File: src/rtl/ram_arbiter_2port.sv
// Two-port arbiter in front of a shared single-port RAM with a one-cycle registered read.
// Grants are combinational. Read data is routed back to the requester one cycle after its grant.
module ram_arbiter_2port #(
  parameter int ADDR_W     = 12,
  parameter int DATA_W     = 16,
  parameter int FIXED_PRIO = 0
) (
  input  logic              clk,
  input  logic              reset_n,
  input  logic              a_req,
  input  logic              a_write,
  input  logic [ADDR_W-1:0] a_address,
  input  logic [DATA_W-1:0] a_writedata,
  output logic              a_gnt,
  output logic              a_rvalid,
  output logic [DATA_W-1:0] a_readdata,
  input  logic              b_req,
  input  logic              b_write,
  input  logic [ADDR_W-1:0] b_address,
  input  logic [DATA_W-1:0] b_writedata,
  output logic              b_gnt,
  output logic              b_rvalid,
  output logic [DATA_W-1:0] b_readdata,
  output logic [ADDR_W-1:0] ram_address,
  output logic              ram_write,
  output logic              ram_read,
  output logic [DATA_W-1:0] ram_writedata,
  input  logic [DATA_W-1:0] ram_readdata
);

  logic              ptr_r;        // 0 favours A, 1 favours B
  logic              rsp_valid_r;
  logic              rsp_id_r;     // 0 = A, 1 = B
  logic [ADDR_W-1:0] held_addr_r;
  logic [DATA_W-1:0] held_wdata_r;
  logic [DATA_W-1:0] a_rdata_r;
  logic [DATA_W-1:0] b_rdata_r;

  // Grant resolution: a lone request always wins, and a tie goes to the favoured port.
  always_comb begin
    a_gnt = 1'b0;
    b_gnt = 1'b0;
    if (!reset_n) begin
      a_gnt = 1'b0;
      b_gnt = 1'b0;
    end else if (a_req && b_req) begin
      if ((FIXED_PRIO != 0) || !ptr_r) begin
        a_gnt = 1'b1;
      end else begin
        b_gnt = 1'b1;
      end
    end else begin
      a_gnt = a_req;
      b_gnt = b_req;
    end
  end

  // RAM command mux. Address and write data hold their last granted values while idle.
  always_comb begin
    ram_address   = held_addr_r;
    ram_writedata = held_wdata_r;
    ram_write     = 1'b0;
    ram_read      = 1'b0;
    if (a_gnt) begin
      ram_address   = a_address;
      ram_writedata = a_writedata;
      ram_write     = a_write;
      ram_read      = ~a_write;
    end else if (b_gnt) begin
      ram_address   = b_address;
      ram_writedata = b_writedata;
      ram_write     = b_write;
      ram_read      = ~b_write;
    end else begin
      ram_write     = 1'b0;
      ram_read      = 1'b0;
    end
  end

  // Response steering: valid is masked while reset is asserted, so an in-flight read is dropped.
  always_comb begin
    a_rvalid   = reset_n & rsp_valid_r & ~rsp_id_r;
    b_rvalid   = reset_n & rsp_valid_r & rsp_id_r;
    a_readdata = a_rvalid ? ram_readdata : a_rdata_r;
    b_readdata = b_rvalid ? ram_readdata : b_rdata_r;
  end

  // State: priority pointer, held RAM command, response tag and delivered read data.
  always_ff @(posedge clk) begin
    if (!reset_n) begin
      ptr_r        <= 1'b0;
      rsp_valid_r  <= 1'b0;
      rsp_id_r     <= 1'b0;
      held_addr_r  <= {ADDR_W{1'b0}};
      held_wdata_r <= {DATA_W{1'b0}};
      a_rdata_r    <= {DATA_W{1'b0}};
      b_rdata_r    <= {DATA_W{1'b0}};
    end else begin
      if (a_gnt || b_gnt) begin
        ptr_r        <= a_gnt;
        held_addr_r  <= ram_address;
        held_wdata_r <= ram_writedata;
      end
      rsp_valid_r <= ram_read;
      rsp_id_r    <= b_gnt;
      if (a_rvalid) begin
        a_rdata_r <= ram_readdata;
      end
      if (b_rvalid) begin
        b_rdata_r <= ram_readdata;
      end
    end
  end

endmodule

File: config.mk
export PLATFORM = sky130hd
export DESIGN_NAME = ram_arbiter_2port
export DESIGN_NICKNAME = d
export VERILOG_FILES = /design/src/rtl/ram_arbiter_2port.sv
export SDC_FILE = /design/constraint.sdc
export NUM_CORES = 1
export LEC_CHECK = 0
export CAP_MARGIN = 20
export CORE_MARGIN = 4
export CORE_UTILIZATION = 45
export CTS_BUF_LIST = sky130_fd_sc_hd__clkbuf_8
export DETAILED_ROUTE_END_ITERATION = 16
export GPL_TIMING_DRIVEN = 0
export PLACE_DENSITY = 0.95
export REMOVE_ABC_BUFFERS = 1
export SYNTH_ARGS = -nofsm -noshare
export SYNTH_HDL_FRONTEND = slang
export SYNTH_SLANG_ARGS = --single-unit
File: constraint.sdc
create_clock -name clk -period 2.8 [get_ports clk]
set_clock_uncertainty 0.2 [all_clocks]
set_input_delay 0.56 -clock clk [delete_from_list [all_inputs] [get_ports clk]]
set_output_delay 0.56 -clock clk [all_outputs]
set_load 0.1 [all_outputs]
# ---- Word level (Yosys, flattened, before mapping)
# Cells that the tools add are included.
dict set report classes {
  bitwise 6
  n_reduce_logical 2
  muxes 16
}
# operator n
set ops {}
lappend ops {{$mux 16} 4}
lappend ops {{$mux 12} 2}
lappend ops {{$mux 1} 10}
lappend ops {{$and 1x1->1} 3}
lappend ops {{$not 1->1} 3}
lappend ops {{$logic_and 1x1->1} 1}
lappend ops {{$logic_or 1x1->1} 1}
dict set report totals {
  reg_bits 63
  word_cells 31
  output_inout_bits 66
  inputBits 78
}

# ---- Depth between registers and ports, before layout
# Gate-level depths: netlist of the first run.
dict set report depth {
  word_depth 5
  depth_mapped 5
  depth_no_buf 4
}

# ---- Worst setup path after synthesis of the first run
# No wires, ideal clock.
dict set report synth_path {
  kind {input port to output port}
  startpoint {input port a_req}
  endpoint {output port ram_address[4]}
  cell_stages 5
  path_buffers 2
  t_arrival_ns 2.661
  path_slack_ns -0.621
  required_time_ns 2.040
  path_cell_list {a21boi_1 -> buf_2 -> buf_4 -> a32oi_1 -> a21oi_1}
}
dict set report synth_between {
  elab_chain_len 5
  elab_cells_between_ends 7
  cone_classes {6 x mux; 1 x reduce/logical}
}
# item line_no
set synth_lines {}
lappend synth_lines {{from (decl)} 10} ;# input logic a_req,
lappend synth_lines {{$logic_and 1x1->1} 46} ;# end else if (a_req && b_req) begin
lappend synth_lines {{$mux 1} 46}
lappend synth_lines {{$mux 1} 43} ;# if (!reset_n) begin
lappend synth_lines {{$mux 12} 69} ;# end else if (b_gnt) begin
lappend synth_lines {{$mux 12 (*)} 64} ;# if (a_gnt) begin
lappend synth_lines {{to (decl)} 24} ;# output logic [ADDR_W-1:0] ram_address,
# Every way passes the cells marked *; elsewhere a longest branch is shown, timed or not.

# ---- Worst setup path in the final report of the first run
dict set report layout_path {
  startpoint {input port reset_n}
  endpoint {output port a_readdata[8]}
}
dict set report layout_between {
  elab_chain_len 3
}
# item line_no
set layout_lines {}
lappend layout_lines {{from (decl)} 9} ;# input logic reset_n,
lappend layout_lines {{$and 1x1->1 (2 in a row)} 82} ;# a_rvalid = reset_n & rsp_valid_r & ~rsp_id_r;
lappend layout_lines {{$mux 16} --}
lappend layout_lines {{to (decl)} 16} ;# output logic [DATA_W-1:0] a_readdata,
# No other way between the ends.

==> out/summary.md, run 1 <==
* outcome: completed
* fraction of layout instances using a drive strength above 1: 31.0%
* via density per instance: 5.51
* # setup viols final: 0
* half-perimeter wire length after detailed placement: 6220 microns
* global placer's final weighted congestion: 0.743
* global-route wire length before repair: 13700 microns
* master of the slowest instance on the critical path: sky130_fd_sc_hd__mux2_4
* time the worst path needs with I/O delays and setup: 2.73 ns
* Root Buffer: sky130_fd_sc_hd__clkbuf_8
* combined buffer and inverter count along the critical path: 3
* count of port buffers added during placement: 143
* ratio of final minimum period to clock period: 97.5%
* number of placed instances with taps included: 479
* static leakage: 0.00198 uW
* area added between synthesis and finish: 58.7%
* number of top-level pins: 144
* number of diodes added for antenna fixing: 0
* most frequent cells in the layout: 74 x sky130_fd_sc_hd__clkdlybuf4s50_1, 63 x sky130_fd_sc_hd__dfxtp_1, 37 x sky130_fd_sc_hd__buf_4
* standard cell core area: 6060 sq um
* drt drc: 0
* sequential-to-total area share from yosys stat: 44.0%
* number of synthesized register bits: 63
* class of the most critical setup path: in2out
* Post-Route Setup TNS: 0 ns
* via count: 2763
* relative slew slack: 40.1%
* number of H-tree branching levels: 3
* post-synth top area share: 44.0%
* number of rows in the core area: 28
* number of antenna violations at the first check in global routing: 0
* Worst VDD drop: 0.454 mV
* maximum number of pins on one net before global-route repair: 34
* clock latency reported for the late side of the worst-skew pair: 0.33 ns
* iteration count of the initial detailed-routing pass: 5
* TritonCTS sink count: 63
* gr ovfl total: 0
* sequence of cells on the critical path: buf_2 > buf_16 > nand3b_4 > mux2_4 > clkbuf_4
* layer with the highest usage after global routing: met2
* average routed wire per standard cell: 17.5 microns
* worst-margin pin slew: 0.898 ns
* Synthesis Warnings: 0
* Area contributors post-synth: sky130_fd_sc_hd__dfxtp_1 44%, sky130_fd_sc_hd__mux2_4 9.4%, sky130_fd_sc_hd__a32oi_1 8.3%, sky130_fd_sc_hd__a211oi_1 7.1%, sky130_fd_sc_hd__and2_1 7.0%
* met3 Use GR: 8.37%
* highest fanout seen on the critical path: 31
* GR Layer Usage met1: 24.7%
* via count of the first global-routing pass: 2839
* starting utilization of the core area: 47.3%
* total length of routed wires: 8750 microns
* y dimension of the die: 87.8 microns
* max-slew violation total from the final report: 0
* Hold WC Path Type: reg2reg
* maximum number of buffers from clock root to sink: 2
* number of different library cells in the post-synthesis netlist: 24
* final hold violation count: 0
* largest area contributor in the synthesized netlist: sky130_fd_sc_hd__dfxtp_1
* fillers: 450
* clock transition at the registers of the reported paths: 0.07 ns
* CP Data Arrival Time: 1.97 ns
* violation count after the first detailed-routing iteration: 56
* final core occ: 75.0%
* synthesized area per cell: 10.0 sq um
* maximum capacitance violations: 0
* number of buffers created by CTS: 9
* total power divided by cell area: 634 nW/um^2
* number of flops mapped to enable cells by yosys: 0
* maximum single-stage delay on the critical path: 0.40 ns
* Global Route Usage Sum: 22.9%
* post-synthesis async set-or-reset flop share: 0%
* commonest non-fill, non-tap cell in the layout: sky130_fd_sc_hd__clkdlybuf4s50_1
* area of the die: 7700 sq um
* upper clock frequency limit: 366 MHz
* total power: 2880 uW
* count of nets left with antenna violations after detail routing: 0
* fin nets: 499
* most instantiated flip-flop cell in the synthesis netlist: sky130_fd_sc_hd__dfxtp_1
* global-route track usage on met2: 40.8%
* cells after synthesis: 285
* required time of the worst setup path: 2.04 ns
* RSZ-0062 raised after global routing: no
* Critical Path Sink Type: primary output
* CP Launch Type: primary input
* clock tree from TritonCTS: done
* Final Instance Count excl. Fillers: 501
* total standard cell area after synthesis: 2860 sq um
* critical path's top delay family: buffers and inverters
* floorplan die width: 87.8 microns
-- sequential cells by signal, indices dropped and copies added, names as in the netlist --
register	flops
ptr_r	1
held_wdata_r	16
rsp_valid_r	1
rsp_id_r	1
held_addr_r	12
b_rdata_r	16
a_rdata_r	16
-- cell usage after synthesis, types with 2 or more instances --
cell type,number
sky130_fd_sc_hd__nand3_1,3
sky130_fd_sc_hd__nand2b_1,3
sky130_fd_sc_hd__buf_6,2
sky130_fd_sc_hd__o22ai_1,2
sky130_fd_sc_hd__buf_2,9
sky130_fd_sc_hd__a21oi_1,28
sky130_fd_sc_hd__inv_1,6
sky130_fd_sc_hd__mux2_4,18
sky130_fd_sc_hd__and2_1,32
sky130_fd_sc_hd__mux2_2,14
sky130_fd_sc_hd__clkbuf_1,11
sky130_fd_sc_hd__nor2_1,27
sky130_fd_sc_hd__a211oi_1,27
sky130_fd_sc_hd__a32oi_1,27
sky130_fd_sc_hd__buf_4,5
sky130_fd_sc_hd__dfxtp_1,63
-- layer usage --
metal  wire length (microns)  part of all wire (%)  vias up
met5                       0                     0        -
met1                    3340                    38     1277
met2                    4290                    49      144
met3                     995                    11       15
li1                        -                     -     1327
met4                     128                   1.5        0
-- report_power, final --
part           switching [uW]  leakage (uW)  internal, uW
sequential               13.9      0.000515           939
clock                     344      0.000122           612
combinational             683       0.00134           291
-- tightest hold or removal path: cells and delay by family (launching register included) --
kind	cells	cell delay [ns]
flops	1	0.30
simple gates	1	0.08
compound gates	1	0.08
-- kinds of logic (layout without fill, tap and decap cells) --
| kind of cell | count (synthesis) | in the layout | synth area share [%] |
|---|---|---|---|
| flip-flops | 63 | 63 | 44.0 |
| buffers and inverters | 33 | 173 | 5.90 |
| AND/OR/NAND/NOR | 69 | 69 | 13.4 |
| AO/OA/AOI/OAI | 88 | 89 | 21.8 |
| multiplexers | 32 | 32 | 14.9 |
-- stage by stage --
| stage | hold WS (ns) | instance area (sq um) | setup slack, ns |
|---|---|---|---|
| 2_1_floorplan | 0.258 | 2720 | -1.56 |
| 3_3_place_gp | 0.267 | 4240 | -3.28 |
| 3_5_place_dp | 0.307 | 4320 | -2.10 |
| 4_1_cts | 0.323 | 4470 | 0.00133 |
| 5_1_grt | 0.345 | 4540 | 0.00110 |
| 6_report | 0.320 | 4540 | 0.0691 |
-- worst paths after layout --
check                                      from               to  slack (ns)  cells after the start
worst max-delay path                    reset_n    a_readdata[8]        0.07                      5
worst min-delay path            held_wdata_r[1]  held_wdata_r[1]        0.32                      2
worst max register to register            ptr_r  held_addr_r[11]        1.20                      3
worst min register to register  held_wdata_r[1]  held_wdata_r[1]        0.32                      2
-- timing repair --
action	CTS	global route
hold endpoints to repair	0	0
setup buffers	2	2
pin swaps	3	1
gates cloned	2	0
setup endpoints to repair	94	51
resized for setup	397	28
hold buffers	0	0
-- layout make-up --
class                           count  area, sq um  area share, %
Clock buffer                       10          138           3.03
Timing Repair Buffer              151         1450           31.8
Inverter                            6         22.5          0.496
Multi-Input combinational cell    190         1480           32.5
Clock inverter                      6          108           2.37
Sequential cell                    63         1260           27.8
Tap cell                           75         93.8           2.06
Power figures use the tool's default switching activity.
==> inputs of run 2 (changes only) <==
Settings changed: CORE_UTILIZATION 45 to 40, PLACE_DENSITY 0.95 to 0.88.
==> out/summary.md, run 2 (synthesis gave the netlist of run 1 again) <==
* outcome: completed
* via count: 2749, -0.51%
* highest fanout seen on the critical path: 31, unchanged
* area of the die: 8580 sq um, +11%
* half-perimeter wire length after detailed placement: 5950 microns, -4.4%
* static leakage: 0.00197 uW, -0.68%
* relative slew slack: 39.7%, -0.33 points
* drt drc: 0, unchanged
* maximum number of pins on one net before global-route repair: 33, -2.9%
* maximum single-stage delay on the critical path: 0.33 ns, -0.07 ns
* violation count after the first detailed-routing iteration: 50, -11%
* required time of the worst setup path: 2.04 ns, about the same
* worst-case setup slack after placement: -2.03 ns, +0.0673 ns
* fraction of layout instances using a drive strength above 1: 30.4%, -0.63 points
* final hold violation count: 0, unchanged
* global placer's final weighted congestion: 0.758, +2.0%
* y dimension of the die: 92.6 microns, +5.5%
* number of buffers created by CTS: 9, unchanged
* iteration count of the initial detailed-routing pass: 4, -1
* sequence of cells on the critical path: clkdlybuf4s15_1 > o21a_4 > bufbuf_16 > a21oi_1 > buf_4
* clock latency reported for the late side of the worst-skew pair: 0.33 ns, about the same
* final design instance area without fill: 4500 sq um, -1.1%
* Global Route Usage Sum: 19.4%, -3.5 points
* Worst Slack Setup Final: 0.0494 ns, -0.0197 ns
* TritonCTS sink count: 63, unchanged
* Critical Path Sink Type: primary output
* FF-to-FF Start: rsp_valid_r
* commonest non-fill, non-tap cell in the layout: sky130_fd_sc_hd__clkdlybuf4s50_1
* total power divided by cell area: 599 nW/um^2, -5.6%
* Post-Route Setup TNS: 0 ns, unchanged
* area added between synthesis and finish: 57.0%
* max-slew violation total from the final report: 0, unchanged
* register-to-register path setup slack: 1.20 ns, about the same
* count of nets left with antenna violations after detail routing: 0, unchanged
* class of the most critical setup path: in2out
* Final Hold Slack: 0.328 ns, +0.00765 ns
* Hold Path Origin: held_wdata_r[1]
* count of cells along the worst hold path: 2, unchanged
* maximum number of buffers from clock root to sink: 2, unchanged
* worst-margin pin slew: 0.903 ns, +0.00499 ns
* critical path's top delay family: buffers and inverters
* upper clock frequency limit: 364 MHz, -0.72%
* total length of routed wires: 8320 microns, -4.9%
* starting utilization of the core area: 41.7%, -5.6 points
* number of antenna violations at the first check in global routing: 0, unchanged
* via count of the first global-routing pass: 2781, -2.0%
* # setup viols final: 0, unchanged
* Hold WC Path Type: reg2reg
* ratio of final minimum period to clock period: 98.2%, +0.70 points
* number of rows in the core area: 30, +7.1%
* final core occ: 65.4%, -9.5 points
* Worst VDD drop: 0.329 mV, -28%
* standard cell core area: 6870 sq um, +13%
* Register-to-Register Path Depth: 5, +2
* gr ovfl total: 0, unchanged
* combined buffer and inverter count along the critical path: 3, unchanged
* instance area at placement: 4340 sq um, +0.32%
* fin nets: 499, unchanged
* CP Data Arrival Time: 1.99 ns, +0.02 ns
* average routed wire per standard cell: 16.0 microns, -8.6%
* capture instance of the worst register-to-register path: b_rdata_r[3]
* master of the slowest instance on the critical path: sky130_fd_sc_hd__o21a_4
* CP Launch Type: primary input
* number of H-tree branching levels: 3, unchanged
* RSZ-0062 raised after global routing: yes
* clock tree from TritonCTS: done
* number of diodes added for antenna fixing: 0, unchanged
* floorplan die width: 92.6 microns, +5.5%
* maximum capacitance violations: 0, unchanged
* time the worst path needs with I/O delays and setup: 2.75 ns, +0.0197 ns
* Root Buffer: sky130_fd_sc_hd__clkbuf_8
* via density per instance: 5.28, -4.3%
* endpoint of the worst hold-timing path: held_wdata_r[1]
* global-route wire length before repair: 13200 microns, -4.1%
* clock transition at the registers of the reported paths: 0.06 ns, about the same
* biggest registers after layout: a_rdata_r (16), b_rdata_r (16), held_wdata_r (16)
* count of port buffers added during placement: 143, unchanged
* most frequent cells in the layout: 74 x sky130_fd_sc_hd__clkdlybuf4s50_1, 63 x sky130_fd_sc_hd__dfxtp_1, 45 x sky130_fd_sc_hd__buf_4
* number of top-level pins: 144, unchanged
run 2: metrics by stage:
step | cells | total power (uW)
after floorplan | 258 | 1620
after global placement | 497 | 1900
after detailed placement | 500 | 1920
after CTS | 520 | 2710
after global routing | 521 | 2800
final | 521 | 2690
run 2: worst max-delay path by stage:
stage | slack, ns | cells after the start | from | endpoint
final | 0.05 | 5 | a_req | ram_writedata[5]
after global routing | -0.002 | 5 | reset_n | b_readdata[8]
after CTS | 0.03 | 5 | a_req | b_gnt
after detailed placement | -2.03 | 6 | b_req | ram_writedata[8]
after global placement | -3.29 | 5 | reset_n | ram_writedata[8]
after floorplan | -1.56 | 3 | b_req | ram_address[0]
run 2: repair_timing:
| action | CTS | global route |
|---|---|---|
| pin swaps | 3 | 1 |
| buffers inserted | 4 | 0 |
| hold buffers | 0 | 0 |
| hold endpoints to repair | 0 | 0 |
| resized for setup | 395 | 11 |
| setup endpoints to repair | 86 | 13 |
| gates cloned | 1 | 1 |
run 2: worst reg2reg max path: stages (launching register included):
cell	delay, ns
sky130_fd_sc_hd__dfxtp_1	0.42
sky130_fd_sc_hd__nand3_4	0.11
sky130_fd_sc_hd__buf_12	0.18
sky130_fd_sc_hd__buf_4	0.16
sky130_fd_sc_hd__mux2_2	0.28
sky130_fd_sc_hd__and2_1	0.15
run 2: final cells by class:
class | instances | area (sq um)
Sequential cell | 63 | 1260
Clock inverter | 4 | 45.0
Timing Repair Buffer | 151 | 1430
Clock buffer | 11 | 151
Multi-Input combinational cell | 190 | 1470
Tap cell | 96 | 120
Inverter | 6 | 22.5
Fill cell | 561 | 2370
run 2: metal layers:
layer  part of all wire, %  global-route usage [%]
met1                    40                    21.8
met2                    47                    32.3
met3                    11                    7.96
met4                   1.6                    8.42
met5                     0                       0
run 2: power breakdown:
group | internal, uW | leakage (uW) | total [uW] | switching [uW]
clock | 450 | 0.000105 | 781 | 331
sequential | 939 | 0.000515 | 953 | 13.8
combinational | 284 | 0.00135 | 960 | 676
==> inputs of run 3 (changes only) <==
Settings changed: GPL_ROUTABILITY_DRIVEN from default to 0.
==> results of run 3 <==
The final DEF is identical to that of run 2; final timing and power are the same.
